==> config.mk <==
export PLATFORM = sky130hd
export DESIGN_NAME = alu_cmd_issuer_flat
export DESIGN_NICKNAME = d
export VERILOG_FILES = /design/src/rtl/alu_cmd_issuer_if.sv /design/src/rtl/alu_cmd_issuer.sv /design/src/flat_wrapper.sv
export SDC_FILE = /design/constraint.sdc
export NUM_CORES = 1
export LEC_CHECK = 0
export ABC_AREA = 1
export CAP_MARGIN = 15
export CORE_MARGIN = 1.5
export CORE_UTILIZATION = 55
export CTS_BUF_LIST = sky130_fd_sc_hd__clkbuf_8
export DETAILED_ROUTE_END_ITERATION = 10
export HOLD_SLACK_MARGIN = 0.03
export PLACE_DENSITY = 0.91
export SLEW_MARGIN = 20
export SYNTH_ARGS = -nofsm -noshare
export SYNTH_HDL_FRONTEND = slang
export SYNTH_SLANG_ARGS = --single-unit
==> constraint.sdc <==
create_clock -name clk -period 5.3 [get_ports clk]
set_input_delay 0.53 -clock clk [delete_from_list [all_inputs] [get_ports clk]]
set_output_delay 0.53 -clock clk [all_outputs]
set_load 0.02 [all_outputs]
==> src/rtl/alu_cmd_issuer_if.sv <==
// Host-side and pipeline-side signal bundle for the ALU command issuer.
//
// Handshake rules, shared by both channels:
//   - A producer raises *_valid only from its own registered state and keeps the
//     payload stable until the cycle in which *_valid && *_ready is seen on a
//     rising clock edge. A valid is never retracted before that transfer.
//   - A consumer may drive *_ready independently of *_valid.
//   - A transfer happens on every rising edge where both valid and ready are high.
//   - rsp_valid has no ready: each cycle it is high returns one credit.
interface alu_cmd_issuer_if;
  logic       in_valid;
  logic       in_ready;
  logic [3:0] in_a;
  logic [3:0] in_b;
  logic [1:0] in_op;
  logic [9:0] cmd_data;
  logic       cmd_valid;
  logic       cmd_ready;
  logic       rsp_valid;

  // Host / pipeline side (drives commands in, takes command words out)
  modport master (
    output in_valid, in_a, in_b, in_op, cmd_ready, rsp_valid,
    input  in_ready, cmd_data, cmd_valid
  );

  // Issuer side
  modport slave (
    input  in_valid, in_a, in_b, in_op, cmd_ready, rsp_valid,
    output in_ready, cmd_data, cmd_valid
  );
endinterface

==> src/rtl/alu_cmd_issuer.sv <==
// Upstream stage of the FIFO/ALU pipeline. Accepts {a, b, op} from the host,
// drops divide-by-zero commands, buffers up to two commands in order and issues
// them as 10-bit words {op, b, a} under credit-based flow control: at most
// MAX_OUTSTANDING commands may be issued and not yet retired.
//
// FSM encoding (visible on state_dbg): 0 IDLE, 1 ISSUE, 2 BLOCKED.
// The state register always reflects the registered buffer occupancy and
// credit count: IDLE = buffer empty, BLOCKED = entries waiting but no credit,
// ISSUE = an entry is ready to go and a credit is available.
module alu_cmd_issuer #(
  parameter int MAX_OUTSTANDING = 8,
  parameter int DROP_DIV0       = 1,
  parameter int CNT_WIDTH       = 8
) (
  input  logic                 clk,
  input  logic                 reset,
  alu_cmd_issuer_if.slave      bus,
  output logic [3:0]           outstanding,
  output logic                 err_div0,
  output logic [CNT_WIDTH-1:0] drop_cnt,
  output logic                 rsp_err,
  output logic [1:0]           state_dbg
);

  typedef enum logic [1:0] {
    ST_IDLE    = 2'd0,
    ST_ISSUE   = 2'd1,
    ST_BLOCKED = 2'd2
  } state_t;

  localparam logic [3:0]           MAX_OUT = 4'(MAX_OUTSTANDING);
  localparam logic [CNT_WIDTH-1:0] CNT_ONE = {{(CNT_WIDTH-1){1'b0}}, 1'b1};

  // Registered state
  state_t                 state_q,    state_d;
  logic [9:0]             buf_q [2];
  logic [9:0]             buf_d [2];
  logic                   wr_ptr_q,   wr_ptr_d;
  logic                   rd_ptr_q,   rd_ptr_d;
  logic [1:0]             occ_q,      occ_d;
  logic [3:0]             out_q,      out_d;
  logic                   rdy_en_q,   rdy_en_d;
  logic                   err_div0_q, err_div0_d;
  logic [CNT_WIDTH-1:0]   drop_cnt_q, drop_cnt_d;
  logic                   rsp_err_q,  rsp_err_d;

  // Per-cycle events
  logic       in_ready_w;
  logic       cmd_valid_w;
  logic [9:0] head_w;
  logic       accept;
  logic       is_div0;
  logic       drop;
  logic       store;
  logic       xfer;
  logic       credit_ret;
  logic       stray_rsp;

  // Handshake outputs and per-cycle events, derived from registered state only
  always_comb begin
    in_ready_w  = rdy_en_q && (occ_q != 2'd2);
    head_w      = buf_q[rd_ptr_q];
    cmd_valid_w = (occ_q != 2'd0) && (out_q < MAX_OUT) && (state_q == ST_ISSUE);
    accept      = bus.in_valid && in_ready_w;
    is_div0     = (bus.in_op == 2'd3) && (bus.in_b == 4'd0);
    drop        = accept && (DROP_DIV0 != 0) && is_div0;
    store       = accept && !drop;
    xfer        = cmd_valid_w && bus.cmd_ready;
    credit_ret  = bus.rsp_valid && (out_q != 4'd0);
    stray_rsp   = bus.rsp_valid && (out_q == 4'd0);
  end

  // Skid buffer: in-order two-entry FIFO with independent read/write pointers
  always_comb begin
    buf_d    = buf_q;
    wr_ptr_d = wr_ptr_q;
    rd_ptr_d = rd_ptr_q;
    occ_d    = occ_q;
    if (store) begin
      buf_d[wr_ptr_q] = {bus.in_op, bus.in_b, bus.in_a};
      wr_ptr_d        = ~wr_ptr_q;
    end
    if (xfer) begin
      rd_ptr_d = ~rd_ptr_q;
    end
    case ({store, xfer})
      2'b10:   occ_d = occ_q + 2'd1;
      2'b01:   occ_d = occ_q - 2'd1;
      default: occ_d = occ_q;
    endcase
  end

  // Credit counter, divide-by-zero flagging and stray-response detection
  always_comb begin
    out_d      = out_q;
    err_div0_d = drop;
    drop_cnt_d = drop_cnt_q;
    rsp_err_d  = rsp_err_q || stray_rsp;
    rdy_en_d   = 1'b1;
    case ({xfer, credit_ret})
      2'b10:   out_d = out_q + 4'd1;
      2'b01:   out_d = out_q - 4'd1;
      default: out_d = out_q;
    endcase
    if (drop && (drop_cnt_q != {CNT_WIDTH{1'b1}})) begin
      drop_cnt_d = drop_cnt_q + CNT_ONE;
    end
  end

  // Next-state logic: follows the next buffer occupancy and credit count
  always_comb begin
    state_d = state_q;
    case (state_q)
      ST_IDLE: begin
        if (occ_d != 2'd0) begin
          state_d = (out_d >= MAX_OUT) ? ST_BLOCKED : ST_ISSUE;
        end
      end
      ST_ISSUE: begin
        if (occ_d == 2'd0) begin
          state_d = ST_IDLE;
        end else if (out_d >= MAX_OUT) begin
          state_d = ST_BLOCKED;
        end
      end
      ST_BLOCKED: begin
        if (occ_d == 2'd0) begin
          state_d = ST_IDLE;
        end else if (out_d < MAX_OUT) begin
          state_d = ST_ISSUE;
        end
      end
      default: state_d = ST_IDLE;
    endcase
  end

  // State register with synchronous active-low reset; reset discards everything
  always_ff @(posedge clk) begin
    if (!reset) begin
      state_q    <= ST_IDLE;
      buf_q[0]   <= '0;
      buf_q[1]   <= '0;
      wr_ptr_q   <= 1'b0;
      rd_ptr_q   <= 1'b0;
      occ_q      <= 2'd0;
      out_q      <= 4'd0;
      rdy_en_q   <= 1'b0;
      err_div0_q <= 1'b0;
      drop_cnt_q <= '0;
      rsp_err_q  <= 1'b0;
    end else begin
      state_q    <= state_d;
      buf_q[0]   <= buf_d[0];
      buf_q[1]   <= buf_d[1];
      wr_ptr_q   <= wr_ptr_d;
      rd_ptr_q   <= rd_ptr_d;
      occ_q      <= occ_d;
      out_q      <= out_d;
      rdy_en_q   <= rdy_en_d;
      err_div0_q <= err_div0_d;
      drop_cnt_q <= drop_cnt_d;
      rsp_err_q  <= rsp_err_d;
    end
  end

  // Output wiring; cmd_data reads zero whenever no command is offered
  always_comb begin
    bus.in_ready  = in_ready_w;
    bus.cmd_valid = cmd_valid_w;
    bus.cmd_data  = cmd_valid_w ? head_w : 10'd0;
    outstanding   = out_q;
    err_div0      = err_div0_q;
    drop_cnt      = drop_cnt_q;
    rsp_err       = rsp_err_q;
    state_dbg     = state_q;
  end

endmodule
==> src/flat_wrapper.sv <==
// flat-port wrapper written by rule: the top's interface ports become plain ports
module alu_cmd_issuer_flat 
#(
  parameter int MAX_OUTSTANDING = 8,
  parameter int DROP_DIV0       = 1,
  parameter int CNT_WIDTH       = 8
)
  (clk, reset, outstanding, err_div0, drop_cnt, rsp_err, state_dbg, bus_in_valid, bus_in_a, bus_in_b, bus_in_op, bus_cmd_ready, bus_rsp_valid, bus_in_ready, bus_cmd_data, bus_cmd_valid);
  alu_cmd_issuer_if bus_i ();
  input  logic clk;
  input  logic reset;
  output logic [3:0] outstanding;
  output logic err_div0;
  output logic [CNT_WIDTH-1:0] drop_cnt;
  output logic rsp_err;
  output logic [1:0] state_dbg;
  input wire logic [$bits(bus_i.in_valid)-1:0] bus_in_valid;
  input wire logic [$bits(bus_i.in_a)-1:0] bus_in_a;
  input wire logic [$bits(bus_i.in_b)-1:0] bus_in_b;
  input wire logic [$bits(bus_i.in_op)-1:0] bus_in_op;
  input wire logic [$bits(bus_i.cmd_ready)-1:0] bus_cmd_ready;
  input wire logic [$bits(bus_i.rsp_valid)-1:0] bus_rsp_valid;
  output wire logic [$bits(bus_i.in_ready)-1:0] bus_in_ready;
  output wire logic [$bits(bus_i.cmd_data)-1:0] bus_cmd_data;
  output wire logic [$bits(bus_i.cmd_valid)-1:0] bus_cmd_valid;
  assign bus_i.in_valid = bus_in_valid;
  assign bus_i.in_a = bus_in_a;
  assign bus_i.in_b = bus_in_b;
  assign bus_i.in_op = bus_in_op;
  assign bus_i.cmd_ready = bus_cmd_ready;
  assign bus_i.rsp_valid = bus_rsp_valid;
  assign bus_in_ready = bus_i.in_ready;
  assign bus_cmd_data = bus_i.cmd_data;
  assign bus_cmd_valid = bus_i.cmd_valid;
  alu_cmd_issuer #(.MAX_OUTSTANDING(MAX_OUTSTANDING), .DROP_DIV0(DROP_DIV0), .CNT_WIDTH(CNT_WIDTH)) u_core (.clk(clk), .reset(reset), .bus(bus_i), .outstanding(outstanding), .err_div0(err_div0), .drop_cnt(drop_cnt), .rsp_err(rsp_err), .state_dbg(state_dbg));
endmodule
# --- After elaboration in Yosys (flattened, before gate mapping) ---
# Index checks and enable logic that the tools add are counted.
word_totals:
  reg_bits: 41
  in_bits: 15
  output_inout_bits: 28
  word_cells: 77
op_classes:
  addsub: 5
  magnitude_cmp: 6
  n_eq_ne: 12
  mux: 17
  bitwise_logic: 4
  reduce_logical: 22
op_table:
  columns: ["cell", "count"]
  rows:
  - ["$mux 10", 5]
  - ["$bwmux 20", 1]
  - ["$logic_and 1x1->1", 12]
  - ["$mux 2", 6]
  - ["$demux 10 s1", 1]
  - ["$add 8x1->8 const B", 1]
  - ["$eq 2x2->1 const B", 4]
  - ["$logic_not 4->1", 2]
  - ["$lt 4x4->1 const B", 2]
  - ["$ne 8x8->1 const B", 1]
  - ["$pmux 4 s2", 1]
  - ["$eq 2x1->1 const B", 3]
  - ["$pmux 2 s3", 1]
  - ["$add 4x1->4 const B", 1]
  - ["$ge 2x2->1 const B", 2]
  - ["$ge 4x4->1 const B", 1]
  - ["$logic_not 2->1", 2]
  - ["$not 1->2", 2]
  - ["$pmux 2 s2", 1]
  - ["$reduce_bool 2->1", 2]
  - ["$reduce_bool 4->1", 1]
  - ["$sub 4x1->4 const B", 1]
  - ["$ne 3x1->1 const B", 1]
  - ["$ne 3x3->1 const B", 1]
  - ["10 further kinds", 11]

# --- Logic depth before layout (Yosys ltp) ---
# Gate-level depths: netlist of run 1.
depth:
  ltp_word: 11
  depth_mapped: 13

# --- Worst setup path before layout of run 1 ---
# OpenSTA, ideal clock, no wires.
synth_path:
  path_kind: "flip-flop to flip-flop"
  start: "register u_core.occ_q[0]"
  end: "register u_core.state_q[1] (netlist: u_core.state_dbg[1])"
  setup_ns: 0.121
  t_arrival_ns: 1.981
  required_ns: 5.179
  path_slack_ns: 3.197
  path_stages_with_launch: 14
  path_buffers: 0
  path_cell_list: "dfxtp_1 -> inv_1 -> a21boi_2 -> nand2_2 -> inv_1 -> nand2_1 -> ha_1 -> a21oi_1 -> o21ai_0 -> xnor2_1 -> inv_1 -> nor2_1 -> o21ai_0 -> nor2_1"
synth_between:
  elab_chain_len: 11
synth_rtl:
  columns: ["item", "line", "source"]
  rows:
  - ["start: declaration", "alu_cmd_issuer.sv:40", "logic [1:0] occ_q, occ_d;"]
  - ["start signal: assignment", "alu_cmd_issuer.sv:145", "occ_q <= 2'd0;"]
  - ["start signal: assignment", "alu_cmd_issuer.sv:157", "occ_q <= occ_d;"]
  - ["$ne 2x2->1 (*)", "alu_cmd_issuer.sv:61", "in_ready_w = rdy_en_q && (occ_q != 2'd2);"]
  - ["$logic_and 1x1->1 (*)", "alu_cmd_issuer.sv:61", null]
  - ["net bus_in_ready", "flat_wrapper.sv:23", "output wire logic [$bits(bus_i.in_ready)-1:0] bus_in_ready;"]
  - ["$logic_and 1x1->1 (*)", "alu_cmd_issuer.sv:64", "accept = bus.in_valid && in_ready_w;"]
  - ["$logic_and 1x1->1", "alu_cmd_issuer.sv:66", "drop = accept && (DROP_DIV0 != 0) && is_div0;"]
  - ["$logic_not 1->1", "alu_cmd_issuer.sv:67", "store = accept && !drop;"]
  - ["$logic_and 1x1->1 (*)", "alu_cmd_issuer.sv:67", null]
  - ["$eq 2x1->1 / $eq 2x2->1 (equally long branches)", "alu_cmd_issuer.sv:86", "case ({store, xfer})"]
  - ["$pmux 2 s2 (*)", "alu_cmd_issuer.sv:86", null]
  - ["$logic_not 2->1 / $reduce_bool 2->1 (equally long branches)", "alu_cmd_issuer.sv:120, alu_cmd_issuer.sv:127, alu_cmd_issuer.sv:115", null]
  - ["$ne 3x3->1 (no source line) (tied with other cells)", null, null]
  - ["$reduce_and 3->1 (no source line) / $pmux 2 s3 (equally long branches)", null, null]
  - ["end signal: assignment", "alu_cmd_issuer.sv:152", "state_q <= state_d;"]
  - ["end: declaration", "alu_cmd_issuer.sv:35", "state_t state_q, state_d;"]
# Mark *: on every way through the listed nets, which the timed path passes. The rest lies on a longest branch. The select of a mux whose other input is x is not followed.
# A chain may end at the register's enable or synchronous reset.

# --- Worst setup path in the final report of run 1 ---
layout_path:
  start: "register u_core.occ_q[0]"
  end: "output port bus_cmd_data[0]"
layout_between:
  elab_chain_len: 4
layout_rtl:
  columns: ["item", "line", "source"]
  rows:
  - ["$reduce_bool 2->1", "alu_cmd_issuer.sv:63", "cmd_valid_w = (occ_q != 2'd0) && (out_q < MAX_OUT) && (state_q == ST_ISSUE);"]
  - ["$logic_and 1x1->1 (2 in series)", "alu_cmd_issuer.sv:63", null]
  - ["$mux 10", "alu_cmd_issuer.sv:170", "bus.cmd_data = cmd_valid_w ? head_w : 10'd0;"]
  - ["end: declaration", "flat_wrapper.sv:24", "output wire logic [$bits(bus_i.cmd_data)-1:0] bus_cmd_data;"]
# No other way between the ends.

==> out/results.tsv, run 1 <==
metric	value	unit
status	finished clean	
synthTopCellsByCount	nor2_1 (61), dfxtp_1 (41), inv_1 (35)	
ff2ff_path_depth	13	
crit_type	reg -> out	
syn_area_per_cell	7.051	sq um
place_congestion	0.8799	
rows	21	
cts_resized	0	
synth-seq-cells	41	
synthesis.nets	296	
path_clk_slew	0.08	ns
ys_top_cells_by_area	dfxtp_1 (42%), nor2_1 (12%), a21oi_1 (8.5%), inv_1 (6.7%), nand2_1 (5.8%)	
grt_pass1_wl	7.445	mm
avgRoutedWirePerCell	11.78	microns
numPortBuffers	42	
r2r_end	u_core.state_dbg[1]	
stdcell_area	2510	sq um
fillCellCount	280	
slew_violations	0	
netlist_area	1953	sq um
worst_pin_slew	0.9033	ns
crit_path_start	u_core.occ_q[0]	
place_hpwl	3.010	mm
max-vdd-ir-drop	0.2124	mV
cts_buffers	5	
fin_nets	335	
synth-compound-area-share	17.68	%
totalWireLength	4.277	mm
dieArea	3918	sq um
dr.first_iter.drc_count	116	
dpl_cell_area	2390	sq um
reg2reg_setup_slack	3.19	ns
diodes	0	
timing.rr.start	u_core.occ_q[0]	
skew	0.007562	ns
synth_cell_types	25	
post_cts_buffers	0	
synth-edff-count	0	
fmax	387.6	MHz
final.min_clock_period	2.580	ns
cp_max_fo	11	
clock_latency	0.30	ns
cap_violations	0	
io_pins	43	
antenna_found_initial	0	
setup_viol	0	
seqCellArea	820.8	sq um
multiInputGateArea	948.4	sq um
endpoint_kind	primary output	
synth_top_area_share	42.02	%
cts_tree	done	
die_h	62.59	microns
crit_required	4.77	ns
synth_top_family_by_area	simple AND/OR/NAND/NOR gates	
cts_max_level	2	
power-per-cell-area	351.1	nW/um^2
die_width	62.59	microns
dr.pass1.iters	4	
vias_per_cell	5.124	
drive_gt1_share	7.256	%
start_util	58.07	%
drc_errors	0	
yosys.area_share.xor_xnor	2.691	%
yosysSeqAreaShare	42.02	%
async_flop_share	0	%
yosysTopAreaCell	dfxtp_1	
synth.area.mux_share	0	%
yosysMostFrequentCell	nor2_1	
grt_pass1_vias	1770	
synth_ff_type	dfxtp_1	
track_usage	23.54	%
cts-root-buf	clkbuf_8	
antenna_left	0	
hold_class	reg -> reg	
finalHoldViolCount	0	
crit_end	bus_cmd_data[0]	
cts.hold.buffers_added	0	
worst_setup_path_start_kind	flip-flop	
utilization	74.63	%
syn-instance-count	277	
core_area	3363	sq um
relSlewSlack	39.59	%
cts.sinks	41	
setup_tns	0	ns
route.vias.total	1860	
gr-total-overflow	0	
synthAdderAreaFrac	2.562	%
synthSimpleGateAreaFrac	25.62	%
fin_crit_sh	48.68	%
clockBufferDepth	2	
cp.arrival	2.05	ns
p_total	0.0008812	W
rsz0062_at_grt	no	
cellLeakagePower	1.045	nW
synth_warnings	0	
grt_max_degree	30	
area_growth_syn_to_layout	28.51	%
[registers in the layout, indices dropped and copies added (netlist names)]
register,cells
u_core.drop_cnt,8
u_core.rdy_en_q,1
u_core.rd_ptr_q,1
u_core.err_div0,1
u_core.occ_q,2
u_core.state_dbg,2
u_core.wr_ptr_q,1
u_core.buf_q,20
u_core.outstanding,4
u_core.rsp_err,1
[cell families after synthesis]
kind of cell	Yosys count
AOI/OAI and AO/OA	65
xor gates and xnor gates	6
adders and majority gates	4
buffers and inverters	48
DFF	41
and+or+nand+nor	113
[layer usage]
metal,GRT usage [%],up-vias,part of all wire (%)
li1,-,958,-
met1,28.16,822,42
met2,40.46,72,50
met3,4.505,8,6.2
met4,11.39,0,1.8
met5,0,-,0
[power by group]
part | total (W) | switching (W) | internal (W)
combinational | 0.000253 | 0.000150 | 0.000104
clock | 0.000264 | 0.000111 | 0.000153
sequential | 0.000364 | 0.0000268 | 0.000337
total | 0.000881 | 0.000287 | 0.000594
[final cells by class]
cell class	instances	share of cell area (%)
clock buffer	6	3.290
clock inverter	2	1.496
inverter	38	5.683
multi-input combinational	188	37.79
sequential	41	32.70
tap	46	2.293
timing repair buffer	42	16.75
[cell usage in the layout, fill, tap and decap left out, types with 2 or more instances in the layout]
cell	n
a21oi_1	33
clkbuf_8	6
clkdlybuf4s50_1	42
dfxtp_1	41
ha_1	4
inv_1	35
inv_2	3
nand2_1	30
nand2_2	2
nand3_1	7
nand3_2	2
nand4_1	3
nor2_1	61
nor2_2	3
nor2_4	2
nor3_1	2
o21ai_0	15
o21ai_1	14
xor2_1	5
[worst min path at each step]
stage                startpoint          endpoint  slack (ns)  cells after the start
2_1_floorplan  u_core.buf_q[16]  u_core.buf_q[16]        0.43                      2
3_3_place_gp     u_core.rsp_err    u_core.rsp_err        0.44                      2
3_5_place_dp     u_core.rsp_err    u_core.rsp_err        0.44                      2
4_1_cts          u_core.rsp_err    u_core.rsp_err        0.45                      2
5_1_grt        u_core.buf_q[15]  u_core.buf_q[15]        0.48                      2
6_report         u_core.rsp_err    u_core.rsp_err        0.45                      2
[critical path, stage by stage (launching register included)]
cell	delay, ns
dfxtp_1	0.42
nor2_1	0.08
nor2_2	0.11
nand2_1	0.30
nor2_1	0.22
clkdlybuf4s50_1	0.62
[stage by stage]
stage / std cells / setup WS (ns) / hold WS, ns
2_1_floorplan: 277 / 3.197 / 0.4304
5_1_grt: 363 / 2.581 / 0.4824
3_5_place_dp: 355 / 2.602 / 0.4413
3_3_place_gp: 355 / 2.707 / 0.4395
6_report: 363 / 2.720 / 0.4508
4_1_cts: 363 / 2.693 / 0.4527
Power figures use the tool's default switching activity.
==> inputs of run 2 (changes only) <==
CORE_UTILIZATION = 47   (was 55)
PLACE_DENSITY = 0.83   (was 0.91)
clock period = 2.3 ns   (was 5.3 ns; I/O delays follow)
==> out/results.tsv, run 2 (synthesis gave the netlist of run 1 again) <==
metric	value	unit
fmax	473.7	MHz
gr-total-overflow	0	
fin_crit_sh	91.79	%
crit_chain	nor2_1 -> nor2_2 -> nand2_2 -> nor2_1 -> clkdlybuf4s50_1	
cts_max_level	2	
dr_wl_met3	235	microns
cts-root-buf	clkbuf_8	
route.vias.total	1790	
setup_tns	0	ns
crit_required	2.07	ns
path_clk_slew	0.07	ns
finalHoldViolCount	0	
drive_gt1_share	8.723	%
reg2reg_setup_slack	0.21	ns
largest_reg_flops	20	
crit_slowest_cell	clkdlybuf4s50_1	
final_cell_mix	nor2_1 (61), clkdlybuf4s50_1 (42), dfxtp_1 (41)	
antenna_found_initial	0	
area_growth_syn_to_layout	29.98	%
setup_viol	0	
grt_pass1_wl	6.913	mm
critPathMaxStageDelay	0.62	ns
top_register	u_core.buf_q	
die_h	67.47	microns
max-vdd-ir-drop	0.6233	mV
cp_max_fo	11	
cts_tree	done	
drc_errors	0	
clock_latency	0.30	ns
final_common_cell	nor2_1	
place_congestion	0.8087	
cts.sinks	41	
ff2ff_path_depth	13	
dr.pass1.iters	4	
wl_met2	1.816	mm
cellLeakagePower	1.067	nW
clockBufferDepth	2	
dieArea	4552	sq um
hold_class	reg -> reg	
vias_per_cell	4.825	
cap_violations	0	
final.min_clock_period	2.111	ns
numPortBuffers	42	
grt_max_degree	29	
relSlewSlack	77.68	%
status	finished clean	
top_layer	met4	
cts_resized	0	
dr.first_iter.drc_count	94	
worst_setup_path_start_kind	flip-flop	
cpMostUsedCell	nor2_1	
post_cts_buffers	0	
cp.arrival	1.88	ns
worst_pin_slew	0.3345	ns
totalWireLength	4.117	mm
crit_path_start	u_core.occ_q[0]	
antenna_left	0	
start_util	48.83	%
timing.rr.start	u_core.occ_q[0]	
diodes	0	
crit_type	reg -> out	
endpoint_kind	primary output	
slew_violations	0	
wl_met1	1.986	mm
avgRoutedWirePerCell	11.10	microns
rows	23	
fin_hold_ws	0.4506	ns
fin_nets	340	
power-per-cell-area	778.8	nW/um^2
r2r_end	u_core.state_dbg[1]	
track_usage	20.43	%
place_hpwl	2.936	mm
rsz0062_at_grt	no	
skew	0.01029	ns
grt_pass1_vias	1636	
io_pins	43	
cts_buffers	5	
die_width	67.47	microns
cts.hold.buffers_added	0	
core_area	4000	sq um
crit_end	bus_cmd_data[4]	
run 2: cell count changes in the layout (fill, tap and decap cells not counted), sizes merged:
cell,previous run,this run
clkinv,0,1
clkbuf,6,5
clkinvlp,1,0
buf,0,5
run 2: worst max-delay path, delay by kind of cell, from the launching register on:
kind / cells / cell delay [ns]
buf+inv: 1 / 0.62
simple gates: 4 / 0.55
flops: 1 / 0.40
run 2: report_power, final:
group	total [W]	internal, W	switching (W)
Clock	0.000557	0.000315	0.000241
Combinational	0.000584	0.000244	0.000340
Sequential	0.000836	0.000778	0.0000586
Total	0.00198	0.00134	0.000640
run 2: final cells by class:
type	instances	area, sq um
Clock buffer	5	68.82
Clock inverter	2	35.03
Fill cell	361	1461
Inverter	38	142.6
Multi-Input combinational cell	188	950.9
Sequential cell	41	820.8
Tap cell	50	62.56
Timing Repair Buffer	47	457.9
run 2: through the flow:
step / instance area (sq um) / util, % / worst slack [ns] / std cells / power, W
floorplan: 1953 / - / 0.1975 / 277 / 0.001245
finish: 2539 / 63.47 / 0.1889 / 371 / 0.001977
detailed placement: 2432 / 60.81 / 0.04088 / 364 / 0.001432
CTS: 2536 / 63.40 / 0.03697 / 371 / 0.001985
global route: 2539 / 63.47 / 0.007444 / 371 / 0.002106
global placement: 2432 / 60.81 / 0.1120 / 364 / 0.001419
run 2: routing by layer:
layer | track usage, % | up-vias
li1 | - | 968
met3 | 6.000 | 6
met2 | 32.11 | 44
met5 | 0 | -
met1 | 26.01 | 772
met4 | 8.673 | 0
run 2: worst min path at each step:
| stage | startpoint | end | slack [ns] | depth (start not counted) |
|---|---|---|---|---|
| after floorplan | reset | u_core.rdy_en_q | 0.26 | 0 |
| after global placement | u_core.buf_q[13] | u_core.buf_q[13] | 0.44 | 2 |
| after detailed placement | u_core.rsp_err | u_core.rsp_err | 0.44 | 2 |
| after CTS | u_core.rsp_err | u_core.rsp_err | 0.45 | 2 |
| after global routing | u_core.buf_q[16] | u_core.buf_q[16] | 0.48 | 2 |
| final | u_core.rsp_err | u_core.rsp_err | 0.45 | 2 |
